**config.mk**
```make
export PLATFORM = sky130hd
export DESIGN_NAME = state_dump_unit
export DESIGN_NICKNAME = d
export VERILOG_FILES = /design/src/rtl/state_dump_unit_pkg.sv /design/src/rtl/dump_checksum.sv /design/src/rtl/state_dump_unit.sv
export SDC_FILE = /design/constraint.sdc
export NUM_CORES = 1
export LEC_CHECK = 0
export ABC_AREA = 0
export ABC_CLOCK_PERIOD_IN_PS = 12600
export CORE_MARGIN = 2
export CORE_UTILIZATION = 50
export DETAILED_ROUTE_END_ITERATION = 16
export GPL_ROUTABILITY_DRIVEN = 0
export PLACE_DENSITY = 0.85
export SYNTH_ARGS = -nofsm -noshare
export SYNTH_HDL_FRONTEND = slang
export SYNTH_SLANG_ARGS = --single-unit
```
**constraint.sdc**
```tcl
create_clock -name clk -period 12.6 [get_ports clk]
set_input_delay 3.78 -clock clk [delete_from_list [all_inputs] [get_ports clk]]
set_output_delay 3.78 -clock clk [all_outputs]
set_load 0.05 [all_outputs]
```
**src/rtl/state_dump_unit_pkg.sv**
```systemverilog
// Shared types and widths for the post-halt state dump engine.
package state_dump_unit_pkg;

  localparam int WORD_W = 32;
  localparam int RF_AW  = 5;

  typedef enum logic [1:0] {
    IDLE = 2'd0,
    REGS = 2'd1,
    MEM  = 2'd2,
    DONE = 2'd3
  } dump_state_t;

endpackage

```
**src/rtl/dump_checksum.sv**
```systemverilog
// Running mod-2^32 sum of every accepted dump beat.
module dump_checksum
  import state_dump_unit_pkg::*;
(
  input  logic              clk,
  input  logic              rst,
  input  logic              clear_i,
  input  logic              enable_i,
  input  logic [WORD_W-1:0] data_i,
  output logic [WORD_W-1:0] sum_o
);

  logic [WORD_W-1:0] sum_q;

  always_ff @(posedge clk or posedge rst) begin
    if (rst) begin
      sum_q <= '0;
    end else if (clear_i) begin
      sum_q <= '0;
    end else if (enable_i) begin
      sum_q <= sum_q + data_i;
    end
  end

  assign sum_o = sum_q;

endmodule

```
**src/rtl/state_dump_unit.sv**
```systemverilog
// Streams the register file and then data memory out over valid/ready once the CPU halts.
module state_dump_unit
  import state_dump_unit_pkg::*;
#(
  parameter int                NUM_REGS  = 32,
  parameter int                MEM_WORDS = 1024,
  parameter logic [WORD_W-1:0] MEM_BASE  = 32'h0000_0000
) (
  input  logic              clk,
  input  logic              rst,
  input  logic              halt,
  output logic [RF_AW-1:0]  rf_raddr,
  input  logic [WORD_W-1:0] rf_rdata,
  output logic [WORD_W-1:0] dmem_raddr,
  input  logic [WORD_W-1:0] dmem_rdata,
  output logic              out_valid,
  input  logic              out_ready,
  output logic [WORD_W-1:0] out_data,
  output logic              out_is_mem,
  output logic [WORD_W-1:0] out_index,
  output logic              out_last,
  output logic              done,
  output logic [WORD_W-1:0] checksum
);

  dump_state_t       state_q;
  logic [WORD_W-1:0] fptr_q;
  logic              out_valid_q;
  logic [WORD_W-1:0] out_data_q;
  logic              out_is_mem_q;
  logic [WORD_W-1:0] out_index_q;
  logic              out_last_q;
  logic              done_q;
  logic              handshake;

  assign handshake = out_valid_q & out_ready;

  // While the last register beat is pending, fptr equals NUM_REGS and the
  // memory port already presents word 0, so the section switch has no bubble.
  assign rf_raddr   = fptr_q[RF_AW-1:0];
  assign dmem_raddr = (state_q == MEM) ? MEM_BASE + {fptr_q[WORD_W-3:0], 2'b00} : MEM_BASE;

  always_ff @(posedge clk or posedge rst) begin
    if (rst) begin
      state_q      <= IDLE;
      fptr_q       <= '0;
      out_valid_q  <= 1'b0;
      out_data_q   <= '0;
      out_is_mem_q <= 1'b0;
      out_index_q  <= '0;
      out_last_q   <= 1'b0;
      done_q       <= 1'b0;
    end else begin
      case (state_q)
        IDLE: begin
          if (halt) begin
            state_q      <= REGS;
            out_valid_q  <= 1'b1;
            out_data_q   <= '0;
            out_is_mem_q <= 1'b0;
            out_index_q  <= '0;
            out_last_q   <= 1'b0;
            fptr_q       <= 32'd1;
          end
        end
        REGS: begin
          if (handshake) begin
            if (fptr_q == 32'(NUM_REGS)) begin
              state_q      <= MEM;
              out_data_q   <= dmem_rdata;
              out_is_mem_q <= 1'b1;
              out_index_q  <= '0;
              out_last_q   <= (MEM_WORDS == 1);
              fptr_q       <= 32'd1;
            end else begin
              out_data_q  <= rf_rdata;
              out_index_q <= fptr_q;
              fptr_q      <= fptr_q + 32'd1;
            end
          end
        end
        MEM: begin
          if (handshake) begin
            if (out_last_q) begin
              state_q     <= DONE;
              out_valid_q <= 1'b0;
              done_q      <= 1'b1;
            end else begin
              out_data_q  <= dmem_rdata;
              out_index_q <= fptr_q;
              out_last_q  <= (fptr_q == 32'(MEM_WORDS - 1));
              fptr_q      <= fptr_q + 32'd1;
            end
          end
        end
        DONE: begin
          done_q <= 1'b1;
        end
        default: state_q <= IDLE;
      endcase
    end
  end

  dump_checksum u_checksum (
    .clk      (clk),
    .rst      (rst),
    .clear_i  ((state_q == IDLE) && halt),
    .enable_i (handshake),
    .data_i   (out_data_q),
    .sum_o    (checksum)
  );

  assign out_valid  = out_valid_q;
  assign out_data   = out_data_q;
  assign out_is_mem = out_is_mem_q;
  assign out_index  = out_index_q;
  assign out_last   = out_last_q;
  assign done       = done_q;

endmodule

```
Word level (Yosys, flattened, before mapping)

Cells that the tools add are included.

Register bits after elaboration: 134
Input bits: 68
Output and inout bits: 137
Logic and storage cells: 78

$add $sub $neg: 2
Eq/ne operators: 11
Mux-type cells: 42
Bitwise gates (word level): 1
Reduce and logical (&&, ||, !) cells: 13

Operator list:

| cell                    | count |
|---|---|
| $mux W32                | 17 |
| $pmux W32 S3            | 3 |
| $add A32 B1 Y32 const B | 1 |
| $add A32 B32 Y32        | 1 |
| $eq A32 B10 Y1 const B  | 1 |
| $eq A32 B6 Y1 const B   | 1 |
| $mux W1                 | 12 |
| $ne A2 B2 Y1 const B    | 6 |
| $mux W2                 | 5 |
| $reduce_and A5 Y1       | 2 |
| $reduce_and A4 Y1       | 2 |
| $reduce_bool A2 Y1      | 4 |
| $pmux W1 S2             | 3 |
| $pmux W2 S3             | 1 |
| $reduce_and A6 Y1       | 1 |
| $eq A2 B2 Y1 const B    | 2 |
| $pmux W1 S3             | 1 |
| $reduce_and A3 Y1       | 1 |
| $reduce_bool A3 Y1      | 1 |
| $eq A2 B1 Y1 const B    | 1 |
| $logic_not A2 Y1        | 1 |
| $and A1 B1 Y1           | 1 |
| $logic_and A1 B1 Y1     | 1 |

Longest topological paths before layout

Gate-level depths: netlist (run 1).

Depth after elaboration: 4
Gate-level depth with buffers: 12
Depth with buffers taken out: 10

Modules after synthesis

From an unflattened synthesis (run 1), not the netlist that was laid out.

Cell total of the unflattened synthesis: 800
Area total of the unflattened synthesis: 8000.2 um^2

Modules (own cells, without submodules):

| module          | instances | cells an instance | area an instance (um^2) | sequential area each (um^2) |
|---|---|---|---|---|
| state_dump_unit | 1         | 463               | 4968.5                  | 2552.4 |
| dump_checksum   | 1         | 337               | 3031.7                  | 800.8 |

Least setup slack after synthesis (run 1)

Ideal clock, no wire load.

Path type: input to register
Start: in out_ready
End: reg fptr_q[30]
Setup time: 0.119 ns
Arrival time: 5.412 ns
Required time: 12.481 ns
Path slack: 7.070 ns
Stages: 9
Path buffers: 1
Cells stage by stage: nand3b_1 -> a2111o_1 -> buf_2 -> nor4_2 -> nand2_1 -> nor2_1 -> and3_1 -> xnor2_1 -> nor2_1

Longest elaborated chain between the ends: 3
Elaborated cells on any way between the ends: 4
Classes of those cells: eq/ne: 2; bitwise: 1; reduce/logical: 1

RTL lines:

| what                          | line                  | text |
|---|---|---|
| start, declared               | state_dump_unit.sv:17 | `input logic out_ready,` |
| $and A1 B1 Y1 *               | state_dump_unit.sv:36 | `assign handshake = out_valid_q & out_ready;` |
| $ne A2 B2 Y1 (no line)        | --                    |  |
| $reduce_and A5 Y1 (no line) * | --                    |  |
| end signal, assigned          | state_dump_unit.sv:78 | `fptr_q <= fptr_q + 32'd1;` |
| end signal, assigned          | state_dump_unit.sv:92 | `fptr_q <= fptr_q + 32'd1;` |
| end, declared                 | state_dump_unit.sv:27 | `logic [WORD_W-1:0] fptr_q;` |

Mark *: on every way between the ends. The rest lies on a longest branch, timed or not.
A chain may end at the register's enable or synchronous reset.

Final worst setup path (run 1)

Start: reg state_q[0]
End: out dmem_raddr[3]

Longest elaborated chain between the ends: 2

RTL lines:

| what                   | line                  | text |
|---|---|---|
| start, declared        | state_dump_unit.sv:26 | `dump_state_t state_q;` |
| start signal, assigned | state_dump_unit.sv:45 | `state_q <= IDLE;` |
| start signal, assigned | state_dump_unit.sv:57 | `state_q <= REGS;` |
| start signal, assigned | state_dump_unit.sv:69 | `state_q <= MEM;` |
| $eq A2 B2 Y1           | state_dump_unit.sv:41 | `assign dmem_raddr = (state_q == MEM) ? MEM_BASE + {fptr_q[WORD_W-3:0], 2'b00} : MEM_BASE;` |
| $mux W32               | state_dump_unit.sv:41 |  |
| end, declared          | state_dump_unit.sv:14 | `output logic [WORD_W-1:0] dmem_raddr,` |

No other way between the ends.

==> results of run 1 <==
[metal layers]
layer | global-route usage [%] | routed length [um] | part of all wire [%]
met2 | 44.5 | 10100 | 48
met5 | 0 | 0 | 0
met3 | 6.30 | 1330 | 6.3
met1 | 33.3 | 9130 | 43
met4 | 10.3 | 573 | 2.7
[registers in the layout, summed over array words and instances (netlist names)]
register	count
out_last	1
fptr_q	32
out_index	32
out_valid	1
out_is_mem	1
out_data	32
u_checksum.sum_o	32
done	1
state_q	2
[how the worst max path moves through the flow]
stage / start / endpoint / slack, ns / cells after the start
finish: state_q[0]$_DFFE_PP0P_ / dmem_raddr[3] / 5.61 / 5
global route: state_q[0]$_DFFE_PP0P_ / dmem_raddr[3] / 5.36 / 5
CTS: state_q[0]$_DFFE_PP0P_ / dmem_raddr[3] / 5.60 / 5
detailed placement: out_ready / out_data[4]$_DFFE_PP0P_ / 5.90 / 5
global placement: out_ready / out_data[0]$_DFFE_PP0P_ / 6.06 / 5
floorplan: rst / done$_DFFE_PP0P_ / 5.24 / 1
[final cells by class]
cell class	count	share of cell area (%)
clock buffer	18	4.27
clock inverter	14	1.59
inverter	11	0.450
sequential	134	32.6
multi-input combinational	613	38.7
timing repair buffer	207	20.0
tap	188	2.29
[where the power goes]
group | internal, uW | switching (uW) | total, uW
registers | 430 | 0 | 430
clock network | 302 | 207 | 508
logic | 20.9 | 14.5 | 35.4
[cells in the mapped netlist, drive strengths merged, types with 8 or more instances]
master,count
a22o,40
and2,33
nor2,65
inv,11
nand2,96
nand3,17
a21o,16
ha,38
clkbuf,40
a21oi,58
nor4,8
dfrtp,134
a211oi,11
o21ai,57
and3,9
buf,18
xor2,29
nand4,12
a22oi,35
xnor2,28
[per-stage QoR]
stage / setup slack [ns] / area (sq um)
after CTS: 5.60 / 10300
after global routing: 5.36 / 10300
after detailed placement: 5.90 / 9670
after floorplan: 5.24 / 7670
after global placement: 6.06 / 9670
final: 5.61 / 10300
[placed cells by master, fill, tap and decap left out, drive strengths merged, types with 18 or more instances in the layout]
cell / Yosys / routed
and2: 33 / 33
o21ai: 57 / 57
clkdlybuf4s50: 0 / 202
xor2: 29 / 29
inv: 11 / 18
a22oi: 35 / 35
clkbuf: 40 / 18
xnor2: 28 / 28
nand2: 96 / 96
a21oi: 58 / 58
a22o: 40 / 40
ha: 38 / 38
dfrtp: 134 / 134
nor2: 65 / 65
[tightest hold or removal path: stages (launching register included)]
cell and delay [ns]:
dfrtp_1 0.35, a21oi_1 0.04, o21ai_0 0.07
[cell families (layout without fill, tap and decap cells)]
family | count (synthesis) | in the layout | synth area share [%]
buffers and inverters | 69 | 250 | 4.47
flip-flops | 134 | 134 | 43.8
AO/OA/AOI/OAI | 250 | 250 | 21.7
multiplexers | 4 | 4 | 0.539
XOR/XNOR | 57 | 57 | 6.51
other | 1 | 2 | 0.0489
adder cells (fa/ha/maj) | 39 | 39 | 6.47
AND/OR/NAND/NOR | 261 | 261 | 16.5
==> impl_results.md, run 1 <==
* Register-to-Register Path Depth at 5
* Status: complete, no violations
* Synth Flop Type: dfrtp_1
* Drt wl/cell at between 15 and 20 um
* Measured slew at the worst slew-check pin at 1.03 ns
* Sequential cell area fraction in the yosys report at a little over two fifths
* Hold Crit Depth at 2
* Layout Nets at roughly 1.1k
* Mapped Area at between 7000 and 8000 sq um
* Critical Path AT at around 3.2 ns
* Gr usage total at about a quarter
* Max cap viols at 0
* Largest net degree at the start of global routing at between 80 and 90
* Clock latency on the worst-skew pair at ~0.43 ns
* R2r setup slk at 9.09 ns
* DR vias at 6833
* Avg Inst Size Synth at 9.40 sq um
* FF-to-FF End: out_data[30]$_DFFE_PP0P_
* Achievable clock frequency at approximately 140 MHz
* Core footprint at approximately 15000 sq um
* CTS root buf: clkbuf_16
* Row count at 45
* Chip width at about 130 um
* Postcts setup bufs at 0
* GRT overflow at 0
* Via density at 5.77
* Area grow syn2layout at 34.1%
* Yosys reg bits at approximately 130
* Die Area at between 15000 and 20000 sq um
* Hold_sp: done$_DFFE_PP0P_
* EDFF count, synth at 0
* Largest delay share family, worst path: buffers and inverters
* Post-DP HPWL at 14.8 mm
* Unique cell type count in the Yosys netlist at 66
* I/O pin count at about 200
* Top cell by count, worst path: inv_1
* Post-CTS resize count at 0
* Worst Skew at 0.00947 ns
* Starting Density at roughly 51%
* CTS buffer count at 17
* Hold Crit Class: flop to flop
* Final min period at approximately 7 ns
* Reg2reg start: state_q[0]$_DFFE_PP0P_
* # setup viols final at 0
* Share of flip-flops with an asynchronous set or reset at 100%
* Dominant cells by area after synthesis: dfrtp_1, ha_1, nand2_1
* Crit path required time at 8.82 ns
* Critical path type: flop to output pin
* CTS H-tree depth at 4
* # port buffers at slightly above 200
* Fin util at 68.1%
* Period utilization at 55.5%
* Post-CTS Hold Buffers at 0
* DRC violations left at 0
* Vias in the first global route at a little under 7k
* CTS tree: yes
* Fill cells at about 1.2k
* WHS Endpoint: done$_DFFE_PP0P_
* Reg clk slew, reported paths at roughly 0.060 ns
* First drt pass iteration count at 5
* Register area at roughly 3400 sq um
* Largest area contributor in the netlist: dfrtp_1
* Die Y at 128 um
* Bufs and invs on worst path at 3
* Max incr delay on CP at 0.84 ns
* Layout cells sized above 1 at about 5.2%
* Crit-path cells: inv_1 > ha_1 > inv_1 > nor2_1 > clkdlybuf4s50_1
* Antenna diodes at 0
* Worst setup SP type: flop
* First-pass GRT wire length at around 35 mm
* Slowest CP cell: ha_1
* WL final at between 20 and 25 mm
* Power, Total at between 900 and 1000 uW
* Slew margin rel. at about 31%
* Placed Cells at between 1k and 1.5k
* Area of the multi-input gates at between 3000 and 4000 sq um
* Yosys Warn Count at 0
* Max Root-Sink Buffers at 2
* Fin. Hold Viols at 0
* Crit path capture type: output pin
* Yosys top cell area share at between 40% and 50%
* Slew Limit Fails at 0
* Post-Synthesis Cells at 815
* Initial antenna violation count at 0
* Post-route ant nets at 0
* Hold Slack at roughly 0.50 ns
* DRT iter0 DRCs at around 380
* PD cells at approximately 95 nW/um^2
* LEAKAGE at ~0.0046 uW
* CP max FO at 36
* VDD IR max at between 0.0001 and 0.00015 V
* RSZ-0062 raised after global routing: false
* Clock sinks at approximately 130
* Setup_tns at 0 ns
* Layout Cells excl Fill at about 1.2k
(Power assumes the default switching activity.)
==> run 2, diff against run 1 <==
--- a/config.mk
+++ b/config.mk
@@ -6,12 +6,12 @@
 export NUM_CORES = 1
 export LEC_CHECK = 0
 export ABC_AREA = 0
-export ABC_CLOCK_PERIOD_IN_PS = 12600
+export ABC_CLOCK_PERIOD_IN_PS = 5800
 export CORE_MARGIN = 2
-export CORE_UTILIZATION = 50
+export CORE_UTILIZATION = 45
 export DETAILED_ROUTE_END_ITERATION = 16
 export GPL_ROUTABILITY_DRIVEN = 0
-export PLACE_DENSITY = 0.85
+export PLACE_DENSITY = 0.81
 export SYNTH_ARGS = -nofsm -noshare
 export SYNTH_HDL_FRONTEND = slang
 export SYNTH_SLANG_ARGS = --single-unit
==> constraint.sdc (replaced) <==
create_clock -name clk -period 5.8 [get_ports clk]
set_input_delay 1.74 -clock clk [delete_from_list [all_inputs] [get_ports clk]]
set_output_delay 1.74 -clock clk [all_outputs]
set_load 0.05 [all_outputs]
==> impl_results.md, run 2 (synthesis gave the netlist of run 1 again) <==
* Status: complete, no violations (unchanged)
* Clock latency on the worst-skew pair at 0.43 ns (about the same)
* First-pass GRT wire length at 34.2 mm (was 34.6 mm)
* VDD IR max at 0.000208 V (was 0.000101 V)
* Worst Skew at 0.0105 ns (was 0.00947 ns)
* Achievable clock frequency at roughly 200 MHz
* Commonest non-fill, non-tap cell in the layout: clkdlybuf4s50_1 (unchanged)
* NetSw at 467 uW (was 221 uW)
* LEAKAGE at 0.00461 uW (was 0.00462 uW)
* Reg clk slew, reported paths at 0.06 ns (about the same)
* Hold Crit Depth at 1 (was 2)
* DRT iter0 DRCs at 459 (was 379)
* Setup ws final at 0.816 ns (was 5.61 ns)
* CTS tree: yes (unchanged)
* Largest net degree at the start of global routing at 119 (was 82)
* Placed Cells at 1189 (was 1153)
* Post-DP HPWL at 15.1 mm (was 14.8 mm)
* Post-CTS Hold Buffers at 0 (unchanged)
* Worst setup path start: state_q[0]$_DFFE_PP0P_ (unchanged)
* Dpl ws at 1.29 ns (was 5.90 ns)
* RSZ-0062 raised after global routing: false (unchanged)
* Area grow syn2layout at 34.6% (was 34.1%)
* Clock sinks at 134 (unchanged)
* Final min period at between 4 and 5 ns
* Chip width at 135 um (was 128 um)
* Hold Slack at 0.502 ns (about the same)
* GRT overflow at 0 (unchanged)
* Int Power at 1580 uW (was 753 uW)
* Antenna diodes at 0 (unchanged)
* Sequential group share of total power at 45.6% (was 44.2%)
* Setup_tns at 0 ns (unchanged)
* R2r setup slk at 2.48 ns (was 9.09 ns)
* Slew margin rel. at 24.9% (was 31.2%)
* CTS buffer count at 17 (unchanged)
* Critical Path AT at 3.24 ns (was 3.21 ns)
* Clk pwr share at 50.6% (was 52.2%)
* Crit path capture type: output pin (unchanged)
* DRC violations left at 0 (unchanged)
* Layout cells sized above 1 at 5.59% (was 5.22%)
* Die Y at 135 um (was 128 um)
* Drt wl/cell at 17.6 um (was 17.8 um)
* Core footprint at 16600 sq um (was 15100 sq um)
* CP max FO at 36 (unchanged)
* DR vias at 6820 (was 6833)
* WL final at 21.5 mm (was 21.1 mm)
* Worst setup SP type: flop (unchanged)
* Register-to-Register Path Depth at 7 (was 5)
* Gr usage total at 23.9% (was 26.5%)
* Starting Density at 46.0% (was 50.8%)
* CTS root buf: clkbuf_16 (unchanged)
* Critical path type: flop to output pin (unchanged)
* Max cap viols at 0 (unchanged)
* Slew Limit Fails at 0 (unchanged)
* Max Root-Sink Buffers at 2 (unchanged)
* Worst Setup EP: dmem_raddr[3] (unchanged)
* Row count at 47 (was 45)
* Via density at 5.59 (was 5.77)
* Crit path required time at 4.06 ns (was 8.82 ns)
* Most frequent cells in the layout: clkdlybuf4s50_1, dfrtp_1, nand2_1 (unchanged)
* Postcts setup bufs at 0 (unchanged)
* # port buffers at 202 (unchanged)
* Reg2reg start: state_q[0]$_DFFE_PP0P_ (unchanged)
* Hold Crit Class: flop to flop (unchanged)
* Measured slew at the worst slew-check pin at 1.13 ns (was 1.03 ns)
* I/O pin count at 205 (unchanged)
* PD cells at 199 nW/um^2 (was 94.8 nW/um^2)
* Period utilization at between 80% and 90%
* Vias in the first global route at 6617 (was 6885)
* CTS H-tree depth at 4 (unchanged)
* Switching Fraction at 22.8% (was 22.7%)
* First drt pass iteration count at 5 (unchanged)
* Initial antenna violation count at 0 (unchanged)
* Hold_sp: out_index[0]$_DFFE_PP0P_ (was done$_DFFE_PP0P_)
* # setup viols final at 0 (unchanged)
* Layout Nets at 1095 (was 1091)
* Die Area at 18100 sq um (was 16300 sq um)
* Logic pwr share at 3.8% (was 3.6%)
* Fin. Hold Viols at 0 (unchanged)
* Post-route ant nets at 0 (unchanged)
* Post-CTS resize count at 0 (unchanged)
* Layout Cells excl Fill at 1221 (was 1185)
* FF-to-FF End: out_index[28]$_DFFE_PP0P_ (was out_data[30]$_DFFE_PP0P_)
run 2: metal layers:
layer,part of all wire (%),track usage (%),wire length [um],vias to the layer above
li1,-,-,-,3256
met1,44,31.7,9410,3281
met2,48,39.3,10200,256
met3,6.9,5.07,1490,27
met4,1.7,8.01,355,0
met5,0,0,0,-
run 2: critical path: stages, from the launching register on:
cell and delay, ns:
dfrtp_1 0.42, inv_1 0.13, ha_1 0.85, inv_1 0.33
nor2_1 0.25, clkdlybuf4s50_1 0.84
run 2: area by class of cell:
type / instances / area [sq um]
clock buffer: 18 / 439
timing repair buffer: 211 / 2090
tap: 220 / 275
clock inverter: 14 / 129
inverter: 11 / 46.3
sequential: 134 / 3350
fill: 1390 / 6330
multi-input combinational: 613 / 3980
run 2: metrics by stage:
step,cell area [sq um],utilization [%],power [uW]
after CTS,10300,62.0,2060
after global placement,9740,58.6,1030
after detailed placement,9740,58.6,1030
after floorplan,7670,-,977
final,10300,62.0,2050
after global routing,10300,62.0,2110
run 2: worst min-delay path by stage:
stage,to
2_1_floorplan,out_index[31]$_DFFE_PP0P_
3_3_place_gp,done$_DFFE_PP0P_
3_5_place_dp,out_index[13]$_DFFE_PP0P_
4_1_cts,out_index[0]$_DFFE_PP0P_
5_1_grt,out_index[0]$_DFFE_PP0P_
6_report,out_index[0]$_DFFE_PP0P_
run 2: power groups by stage:
| stage | Clock [uW] | Sequential (uW) | Combinational (uW) |
|---|---|---|---|
| floorplan | 0 | 952 | 25.0 |
| global placement | 0 | 952 | 77.4 |
| detailed placement | 0 | 952 | 78.8 |
| CTS | 1050 | 935 | 79.0 |
| global route | 1090 | 934 | 85.0 |
| finish | 1040 | 935 | 76.9 |
